$ cat src/rtl/cache_ctrl.sv
// cache_ctrl: write-through, no-write-allocate cache controller between the MEM stage and a single-port SRAM.
// Ports: clk/rst (async, active-high); pipeline side mem_r_en, mem_w_en, address, wdata -> rdata, ready;
// cache side cache_addr, cache_hit, cache_rdata, cache_fill_en, cache_fill_w0/w1, cache_inval;
// SRAM side sram_addr, sram_wdata, sram_r_en, sram_w_en, sram_rdata, sram_ready.
// Define CACHE_CTRL_PERF_CNT_EN to add saturating hit_count/miss_count outputs.
module cache_ctrl (
  input  logic        clk,
  input  logic        rst,
  input  logic        mem_r_en,
  input  logic        mem_w_en,
  input  logic [31:0] address,
  input  logic [31:0] wdata,
  output logic [31:0] rdata,
  output logic        ready,
  output logic [18:0] cache_addr,
  input  logic        cache_hit,
  input  logic [31:0] cache_rdata,
  output logic        cache_fill_en,
  output logic [31:0] cache_fill_w0,
  output logic [31:0] cache_fill_w1,
  output logic        cache_inval,
  output logic [18:0] sram_addr,
  output logic [31:0] sram_wdata,
  output logic        sram_r_en,
  output logic        sram_w_en,
  input  logic [31:0] sram_rdata,
  input  logic        sram_ready
`ifdef CACHE_CTRL_PERF_CNT_EN
  ,
  output logic [15:0] hit_count,
  output logic [15:0] miss_count
`endif
);
  typedef enum logic [2:0] {IDLE, FETCH0, FETCH1, FILL, WRITE} state_t;
  state_t state;
  logic [15:0] blk;
  logic [31:0] word0, word1, rdata_q, fill_word;
  logic st, ld_hit, ld_miss, unused;
  // The cache/SRAM window starts at byte 1024; only the low 19 bits of the offset are kept.
  assign cache_addr = address[18:0] - 19'd1024;
  assign unused = ^address[31:19];
  // Stores win over loads when both enables are high.
  assign st = state == IDLE && mem_w_en;
  assign ld_hit = state == IDLE && !mem_w_en && mem_r_en && cache_hit;
  assign ld_miss = state == IDLE && !mem_w_en && mem_r_en && !cache_hit;
  assign fill_word = address[2] ? word1 : word0;
  always_ff @(posedge clk or posedge rst)
    if (rst) begin
      state <= IDLE;
      blk <= '0;
      word0 <= '0;
      word1 <= '0;
      rdata_q <= '0;
    end else begin
      case (state)
        IDLE: begin
          if (st) state <= WRITE;
          else if (ld_miss) begin
            state <= FETCH0;
            blk <= cache_addr[18:3];
          end else if (ld_hit) rdata_q <= cache_rdata;
        end
        FETCH0: if (sram_ready) begin
          word0 <= sram_rdata;
          state <= FETCH1;
        end
        FETCH1: if (sram_ready) begin
          word1 <= sram_rdata;
          state <= FILL;
        end
        FILL: begin
          rdata_q <= fill_word;
          state <= IDLE;
        end
        WRITE: if (sram_ready) state <= IDLE;
        default: state <= IDLE;
      endcase
    end
  // Hits and the fill cycle return data directly; otherwise the last completed load is held.
  assign rdata = ld_hit ? cache_rdata : state == FILL ? fill_word : rdata_q;
  assign ready = state == IDLE ? !mem_w_en && (!mem_r_en || cache_hit) :
                 state == FILL || (state == WRITE && sram_ready);
  assign sram_r_en = state == FETCH0 || state == FETCH1;
  assign sram_w_en = state == WRITE;
  assign sram_addr = state == FETCH0 ? {blk, 3'b000} : state == FETCH1 ? {blk, 3'b100} : cache_addr;
  assign sram_wdata = wdata;
  assign cache_fill_en = state == FILL;
  assign cache_fill_w0 = word0;
  assign cache_fill_w1 = word1;
  // The invalidate is a Mealy pulse in IDLE, so it must be masked while reset is held.
  assign cache_inval = st && cache_hit && !rst;
`ifdef CACHE_CTRL_PERF_CNT_EN
  always_ff @(posedge clk or posedge rst)
    if (rst) begin
      hit_count <= '0;
      miss_count <= '0;
    end else begin
      if (ld_hit && hit_count != 16'hFFFF) hit_count <= hit_count + 16'd1;
      if (ld_miss && miss_count != 16'hFFFF) miss_count <= miss_count + 16'd1;
    end
`endif
endmodule

$ cat config.mk
export PLATFORM = sky130hd
export DESIGN_NAME = cache_ctrl
export DESIGN_NICKNAME = d
export VERILOG_FILES = /design/src/rtl/cache_ctrl.sv
export SDC_FILE = /design/constraint.sdc
export NUM_CORES = 1
export LEC_CHECK = 0
export ABC_AREA = 0
export CAP_MARGIN = 20
export CORE_MARGIN = 2
export CORE_UTILIZATION = 37
export DETAILED_ROUTE_END_ITERATION = 7
export GPL_TIMING_DRIVEN = 0
export PLACE_DENSITY = 0.78
export SLEW_MARGIN = 20
export SYNTH_ARGS = -nofsm -noshare
export SYNTH_HDL_FRONTEND = slang
export SYNTH_SLANG_ARGS = --single-unit
$ cat constraint.sdc
create_clock -name clk -period 3.5 [get_ports clk]
set_input_delay 0.35 -clock clk [delete_from_list [all_inputs] [get_ports clk]]
set_output_delay 0.35 -clock clk [all_outputs]
set_load 0.01 [all_outputs]
==> results.txt, run 1 <==
Status: complete, no violations
Drt wl/cell: 18.8 um
Vias/cell: 5.30
Register Area: 2880 um^2
Period utilization: 0.909
Postcts setup bufs: 0
Multi-input logic area: 2530 um^2
Slew Viols, Final: 0
Clock slew at reported path FFs: 0.05 ns
Clk_skew: 0.00755 ns
# H-tree levels: 4
Post-Syn Area per Cell: 12.3 um^2
Synthesis Warnings: 0
Reg2reg path depth: 5
First-pass GRT wire length: 29400 um
Leak: 4.08 nW
Final setup fails: 0
Cts repair resizes: 0
NumNets Final: 901
Fraction of layout cells with a size suffix above 1: 0.243
Max clock buf depth: 2
GP Congestion: 0.791
Critical path origin: state[2]$_DFFE_PP0P_
Peak supply drop: 0.412 mV
#FFs+latches synth: 115
Placed instance area: 8880 um^2
I/O pin count: 305
CTS tree: built
Initial Util: 0.377
Die W: 131 um
CP arrival: 2.83 ns
Fillers: 1276
Critical Path RT: 3.15 ns
RSZ-0062 raised after global routing: false
Clk_lat worst skew: 0.41 ns
Tot Pwr: 8.06 mW
CTS buffer count: 17
Post-Route WL: 18700 um
EDFF count, synth: 0
Relative slew slack: 0.574
Die height: 131 um
ANT cells: 0
Post-DP HPWL: 13900 um
Layout area overhead: 58.8%
CTS root buffer: clkbuf_16
Worst setup EP type: output port
Worst R2R Start: state[2]$_DFFE_PP0P_
Final Hold Fails: 0
Hold bufs inserted after CTS: 0
Core Area: 15900 um^2
Die area: 17200 um^2
IO buf count: 258
Detail Route Antenna Nets: 0
DR pass1 iterations: 4
Max Cap Violations: 0
Measured slew at the worst slew-check pin: 0.630 ns
Rows: 46
Post-synth ARST share: 1.00
Finished Cell Area: 9520 um^2
Largest net degree at the start of global routing: 67
Top cells by area, synth: dfrtp_1 48%, mux2_2 15%, a221o_1 11%
Yosys top cell by area: dfrtp_1
Worst min path class: input pin to asynchronous set/reset pin
Via count: 5265
Post-synth top area share: 0.480
Grt ovf: 0
Crit-path max FO: 10
Initial DRC count: 360
Unique masters post-synth: 41
Mapped Nets: 623
Sequential area share after synthesis: 0.480
GRT Total Usage: 0.214
Vias in the first global route: 5535
Post-Syn Area: 6000 um^2
Minimum clock period after layout: 3.18 ns
Ys flop type: dfrtp_1
Cells after synthesis: 488
Post-route DRC: 0
Clock tree sinks: 115
Antenna violations before repair: 0
Critical path type: register to output port
Pwr dens: 846 nW/um^2
FMAX: 0.314 GHz
Startpoint Class: register
==> cell usage after synthesis, types with 2 or more instances <==
cell	instances
dfrtp_1	115
mux2_2	82
a221o_1	64
buf_4	44
nor2_1	35
mux2i_1	33
buf_6	13
buf_2	11
nand2_1	9
o21ai_0	9
a21oi_1	8
a31oi_1	8
inv_1	7
nor3_1	6
clkbuf_1	5
nor4_1	3
or4_1	3
and2_1	2
and3_1	2
mux2_1	2
nand2b_1	2
nand3b_1	2
o41ai_1	2
or2_2	2
or3_1	2
xor2_1	2
==> layer usage <==
metal	vias up	wire (um)	track usage
met1	2627	7240	0.244
met4	0	400	0.0737
met5	-	0	0
li1	2365	-	-
met3	32	1280	0.0571
met2	241	9750	0.386
==> through the flow <==
stage	hold slack, ns	instances	util	worst slack, ns	setup TNS, ns
2_1_floorplan	0.444	488	-	0.106	0
3_3_place_gp	0.485	962	0.557	-1.45	-165.76
3_5_place_dp	0.497	963	0.559	0.430	0
4_1_cts	0.400	994	0.600	0.247	0
5_1_grt	0.434	994	0.600	0.149	0
6_report	0.380	994	0.600	0.319	0
==> power breakdown <==
| part | switching, mW | internal [mW] | total (mW) |
|---|---|---|---|
| registers | 0.441 | 1.97 | 2.41 |
| clock network | 0.595 | 1.28 | 1.87 |
| logic | 1.49 | 2.28 | 3.78 |
| total | 2.53 | 5.53 | 8.06 |
==> kinds of logic after synthesis <==
kind of cell	after synthesis	share of synthesized area
AO/OA/AOI/OAI	96	0.141
XOR/XNOR	3	0.00438
adder cells (fa/ha/maj)	1	0.00209
buffers and inverters	82	0.0975
flip-flops	115	0.480
multiplexers	117	0.213
AND/OR/NAND/NOR	74	0.0624
==> cells in the final DEF (no fill, tap or decap), types with 4 or more instances in the layout <==
master           netlist  routed
clkbuf_1               5       5
inv_1                  7       6
clkdlybuf4s50_1        0     258
buf_4                 44      44
clkbuf_8               0       5
mux2_2                82      82
a21oi_1                8       8
a221o_1               64      64
mux2i_1               33      33
o21ai_0                9       9
clkbuf_16              0      17
buf_6                 13      13
dfrtp_1              115     115
bufinv_16              0       4
a31oi_1                8       8
buf_2                 11      11
nor2_1                35      35
clkinv_2               0       4
nor3_1                 6       6
nand2_1                9       9
==> layout make-up <==
type                       count  share of cell area
clock inverter                 9              0.0156
clock buffer                  22              0.0519
multi-input combinational    291               0.266
inverter                       8             0.00368
timing repair buffer         259               0.274
buffer                        74              0.0582
tap                          216              0.0284
sequential                   115               0.302
==> registers in the layout, indices dropped and copies added, names as in the netlist <==
name,count
rdata_q,32
cache_fill_w0,32
cache_fill_w1,32
state,3
blk,16
==> critical path: stages, from the launching register on <==
cell and delay [ns]:
dfrtp_1 0.31, buf_2 0.21, nand3b_1 0.35, inv_1 0.15, a31oi_4 0.45, buf_6 0.22
a221o_1 0.16, clkdlybuf4s50_1 0.57
==> worst paths after layout <==
kind,slack [ns],end
worst max-delay path,0.32,rdata[23]
worst min-delay path,0.38,state[2]$_DFFE_PP0P_
worst max register to register,1.50,cache_fill_w1[15]$_DFFE_PP0P_
worst min register to register,0.51,blk[4]$_DFFE_PP0P_
max in group asynchronous,2.43,rdata_q[15]$_DFFE_PP0P_
min in group clk,0.51,blk[4]$_DFFE_PP0P_
No activity file was read; power rests on OpenSTA's default activity.
==> inputs of run 2 (changes only) <==
--- a/config.mk
+++ b/config.mk
@@ -6,12 +6,13 @@
 export NUM_CORES = 1
 export LEC_CHECK = 0
 export ABC_AREA = 0
-export CAP_MARGIN = 20
+export ABC_CLOCK_PERIOD_IN_PS = 3000
+export CAP_MARGIN = 40
 export CORE_MARGIN = 2
-export CORE_UTILIZATION = 37
+export CORE_UTILIZATION = 41
 export DETAILED_ROUTE_END_ITERATION = 7
 export GPL_TIMING_DRIVEN = 0
-export PLACE_DENSITY = 0.78
+export PLACE_DENSITY = 0.82
 export SLEW_MARGIN = 20
 export SYNTH_ARGS = -nofsm -noshare
 export SYNTH_HDL_FRONTEND = slang
==> constraint.sdc (replaced) <==
create_clock -name clk -period 3 [get_ports clk]
set_input_delay 0.3 -clock clk [delete_from_list [all_inputs] [get_ports clk]]
set_output_delay 0.3 -clock clk [all_outputs]
set_load 0.01 [all_outputs]
==> run 2 against run 1 <==
Against the previous run:
- sequential share of layout area shrank 0.44 points
- sequential cell count unchanged
- via count up 0.68%
- die area decreased by 9.5%
- largest cell class unchanged
- largest power group unchanged
- cell count decreased by 1.9%
==> results.txt, run 2 (same netlist as run 1, synthesis figures left out) <==
Gate power share: 0.470
Detail Route Antenna Nets: 0
Post-route DRC: 0
Largest net degree at the start of global routing: 36
Status: complete, no violations
Slew Viols, Final: 0
Relative slew slack: 0.591
Crit path max-delay family: buffers and inverters
CTS tree: built
Post-layout util: 0.670
# H-tree levels: 4
Most frequent cells in the layout: 248 x clkdlybuf4s50_1, 115 x dfrtp_1, 82 x mux2_2, 64 x a221o_1, 53 x buf_4
Clk_lat worst skew: 0.41 ns
Clk_skew: 0.00717 ns
IO buf count: 258
Die W: 125 um
Critical Path RT: 2.70 ns
Initial DRC count: 229
Placed instance area: 8870 um^2
Minimum clock period after layout: 2.95 ns
Finished Cell Area: 9670 um^2
Max clock buf depth: 2
Leading cell type in the layout, fill and taps excluded: clkdlybuf4s50_1
Worst path max stage delay: 0.64 ns
CP Cell Sequence: clkdlybuf4s50_1 > or4_1 > o41ai_1 > nand2_1 > clkdlybuf4s50_1
Worst setup EP type: output port
Clock slew at reported path FFs: 0.05 ns
Period utilization: 0.985
Die area: 15600 um^2
Post-Route WL: 18700 um
Initial Util: 0.416
Vias in the first global route: 5652
Layout area overhead: 61.2%
GP Congestion: 0.816
DR pass1 iterations: 4
Switch Pwr: 3.00 mW
Core Area: 14400 um^2
Post-DP HPWL: 13400 um
First-pass GRT wire length: 29400 um
Slowest stage cell, crit path: or4_1
Drt wl/cell: 19.2 um
Grt ovf: 0
Leak: 4.27 nW
Pwr dens: 988 nW/um^2
GRT Total Usage: 0.237
FMAX: 0.339 GHz
Seq pwr share: 0.295
I/O pin count: 305
ANT cells: 0
Worst min path class: input pin to asynchronous set/reset pin
Cell mode on critical path: clkdlybuf4s50_1
Buf/Inv on CP: 2
Peak supply drop: 0.591 mV
Max Cap Violations: 0
CP arrival: 2.65 ns
Crit-path max FO: 5
CTS root buffer: clkbuf_16
Hold bufs inserted after CTS: 0
Startpoint Class: input pin
NumNets Final: 913
CTS buffer count: 17
Worst hold margin: 0.292 ns
Die height: 125 um
Final Hold Fails: 0
Measured slew at the worst slew-check pin: 0.605 ns
Vias/cell: 5.44
Clock network power share: 0.235
Critical path type: input pin to output port
Worst slack, placed: 0.0888 ns
Sw Share: 0.314
Rows: 44
Clock tree sinks: 115
Final setup fails: 0
Fraction of layout cells with a size suffix above 1: 0.258
Via count: 5301
Internal: 6.55 mW
Antenna violations before repair: 0
Final worst slack: 0.0462 ns
run 2: cell types whose count changed in the layout (fill, tap and decap cells not counted), moves of 2 or more:
cell	delta
clkbuf_2	+2
inv_6	-2
clkbuf_8	-2
buf_4	+9
buf_12	+4
clkdlybuf4s50_1	-10
clkinvlp_4	+2
dlymetal6s2s_1	+10
run 2: metrics by stage:
step / cells / total power [mW] / setup TNS, ns
global route: 975 / 10.0 / -0.132
global placement: 930 / 7.07 / 0
floorplan: 488 / 4.92 / 0
CTS: 972 / 9.59 / 0
detailed placement: 933 / 7.22 / 0
finish: 975 / 9.55 / 0
run 2: final cells by class:
class                   instances  area [um^2]
plain buffers                  74          557
flip-flops and latches        115         2880
inverters                       8         33.8
clock buffers                  22          474
multi-input cells             291         2560
clock inverters                10          178
fillers                      1082         4760
well taps                     184          230
repair buffers                271         2760
run 2: repair_timing:
action / 4_1_cts / 5_1_grt
setup endpoints to repair: 33 / 35
pin swaps: 1 / 2
hold endpoints to repair: 0 / 0
resized for setup: 2 / 14
gates cloned: 0 / 0
setup buffers: 7 / 3
run 2: power groups by stage:
stage / Sequential, mW / Clock [mW] / Combinational, mW
6_report: 2.81 / 2.24 / 4.49
5_1_grt: 2.91 / 2.35 / 4.77
4_1_cts: 2.81 / 2.28 / 4.51
3_5_place_dp: 2.82 / 0 / 4.40
3_3_place_gp: 2.77 / 0 / 4.30
2_1_floorplan: 2.90 / 0 / 2.01
run 2: path summary, 6_finish.rpt:
check / depth (start not counted) / slack (ns) / start / to
max reg2reg: 5 / 0.98 / state[2]$_DFFE_PP0P_ / cache_fill_w1[20]$_DFFE_PP0P_
max: 5 / 0.05 / address[14] / cache_addr[18]
min reg2reg: 1 / 0.50 / blk[5]$_DFFE_PP0P_ / blk[5]$_DFFE_PP0P_
min in group clk: 1 / 0.50 / blk[5]$_DFFE_PP0P_ / blk[5]$_DFFE_PP0P_
max in group asynchronous: 4 / 1.94 / rst / cache_fill_w1[13]$_DFFE_PP0P_
min: 2 / 0.29 / rst / blk[7]$_DFFE_PP0P_
run 2: metal layers:
metal,share of wire,vias up,wire length [um],global-route usage
met2,0.51,248,9510,0.417
met3,0.077,40,1430,0.0753
met1,0.39,2614,7260,0.268
li1,-,2399,-,-
met4,0.026,0,486,0.0915
met5,0,-,0,0
==> inputs of run 3 (changes only) <==
--- a/config.mk
+++ b/config.mk
@@ -8,7 +8,7 @@
 export ABC_AREA = 0
 export ABC_CLOCK_PERIOD_IN_PS = 3000
 export CAP_MARGIN = 40
-export CORE_MARGIN = 2
+export CORE_MARGIN = 1
 export CORE_UTILIZATION = 41
 export DETAILED_ROUTE_END_ITERATION = 7
 export GPL_TIMING_DRIVEN = 0
==> run 3 against run 2 <==
Against the previous run:
- cell count down 0.31%
- clock-buffer cell count is 6 higher
- non-clock buffer count grew 1
- register-to-register slack hardly changed
- highest routed layer unchanged
- utilization increased by 1.0 points
- worst hold slack gained 0.097 ns
- clock power is 13% lower
- total power down 3.2%
- largest power group unchanged
- sequential power barely moved
- first-iteration DRC count grew 13%
- sequential cell count unchanged
- combinational power hardly changed
==> results.txt, run 3 (same netlist as run 1, synthesis figures left out) <==
# H-tree levels: 4
GP Congestion: 0.813
Fraction of layout cells with a size suffix above 1: 0.254
Die W: 123 um
FF-to-FF setup slack: 0.99 ns
Initial Util: 0.425
Max clock buf depth: 2
Clk_skew: 0.00662 ns
R2R Path End: cache_fill_w1[12]$_DFFE_PP0P_
DR pass1 iterations: 5
Die area: 15100 um^2
Vias in the first global route: 5546
Pwr dens: 964 nW/um^2
Post-layout util: 0.680
Worst R2R Start: state[2]$_DFFE_PP0P_
I/O pin count: 305
CTS tree: built
Post-route DRC: 0
Detail Route Antenna Nets: 0
Final worst slack: 0.0459 ns
Minimum clock period after layout: 2.95 ns
CTS buffer count: 17
Antenna violations before repair: 0
RSZ-0062 raised after global routing: false
Reg2reg path depth: 5
CP Cell Sequence: clkdlybuf4s50_1 > or4_1 > or3_1 > a31oi_1 > clkdlybuf4s50_1
Relative slew slack: 0.498
Post-DP HPWL: 13500 um
Max Cap Violations: 0
Die height: 123 um
Worst path max stage delay: 0.64 ns
Final cell count without fillers: 972
Vias/cell: 5.47
First-pass GRT wire length: 28600 um
GRT Total Usage: 0.251
Worst slack, placed: 0.0785 ns
NumNets Final: 914
Leak: 4.25 nW
Critical Path RT: 2.70 ns
Tot Pwr: 9.24 mW
ANT cells: 0
Status: complete, no violations
Slew Viols, Final: 0
Most frequent cells in the layout: 248 x clkdlybuf4s50_1, 115 x dfrtp_1, 82 x mux2_2, 64 x a221o_1, 53 x buf_4
IO buf count: 258
Critical path type: input pin to output port
Period utilization: 0.985
Final Hold Fails: 0
Startpoint Class: input pin
Cell mode on critical path: clkdlybuf4s50_1
CTS root buffer: clkbuf_16
Via count: 5320
Multi-input logic area: 2560 um^2
Worst setup EP type: output port
Fillers: 1034
Post-Route WL: 18700 um
Layout area overhead: 60.0%
Register Area: 2880 um^2
CP arrival: 2.65 ns
Final setup fails: 0
Worst min path class: input pin to asynchronous set/reset pin
Clock slew at reported path FFs: 0.05 ns
FMAX: 0.339 GHz
Measured slew at the worst slew-check pin: 0.752 ns
Peak supply drop: 0.502 mV
Final setup TNS: 0 ns
Rows: 43
Drt wl/cell: 19.2 um
Crit-path max FO: 7
Clk_lat worst skew: 0.41 ns
Grt ovf: 0
Slowest stage cell, crit path: or4_1
Initial DRC count: 258
Placed insts: 929
Core Area: 14100 um^2
Clock tree sinks: 115
Largest net degree at the start of global routing: 33
Leading cell type in the layout, fill and taps excluded: clkdlybuf4s50_1
Hold bufs inserted after CTS: 0
[run 3: metrics by stage]
stage | instance area (um^2) | hold slack (ns)
after floorplan | 6000 | 0.394
after global placement | 8810 | 0.485
after detailed placement | 8870 | 0.488
after CTS | 9480 | 0.393
after global routing | 9590 | 0.434
final | 9590 | 0.388
[run 3: report_power, final]
| part | internal [mW] | switching, mW | total, mW |
|---|---|---|---|
| clock | 1.25 | 0.696 | 1.94 |
| sequential | 2.30 | 0.525 | 2.83 |
| combinational | 2.71 | 1.77 | 4.48 |
[run 3: worst max-delay path: cells and delay by family]
kind | cells | cell delay [ns]
compound gates | 1 | 0.21
buf+inv | 2 | 1.14
simple gates | 2 | 1.01
[run 3: repair_timing]
item	4_1_cts	5_1_grt
resized for setup	2	17
pin swaps	1	2
gates cloned	0	0
endpoints found under the setup margin	34	34
buffers inserted	3	8
endpoints found under the hold margin	0	0
[run 3: metal layers]
layer / vias up / global-route usage / wire length, um
li1: 2405 / - / -
met1: 2609 / 0.290 / 7360
met2: 270 / 0.437 / 9390
met3: 36 / 0.0761 / 1540
met4: 0 / 0.0899 / 391
met5: - / 0 / 0
[run 3: layout make-up]
class | count | area share
Timing Repair Buffer | 272 | 0.289
Inverter | 8 | 0.00352
Clock buffer | 28 | 0.0539
Buffer | 74 | 0.0587
Tap cell | 180 | 0.0235
Sequential cell | 115 | 0.300
Clock inverter | 4 | 0.00470
Multi-Input combinational cell | 291 | 0.267
[run 3: worst max path at each step]
stage | endpoint | cells after the start | from | slack, ns
global placement | sram_addr[15] | 5 | address[10] | 0.14
global route | rdata[14] | 7 | state[1]$_DFFE_PP0P_ | 0.002
CTS | rdata[10] | 7 | state[2]$_DFFE_PP0P_ | 0.02
detailed placement | sram_addr[17] | 5 | address[14] | 0.08
finish | sram_addr[15] | 5 | address[10] | 0.05
floorplan | rdata[10] | 5 | state[1]$_DFFE_PP0P_ | 1.06
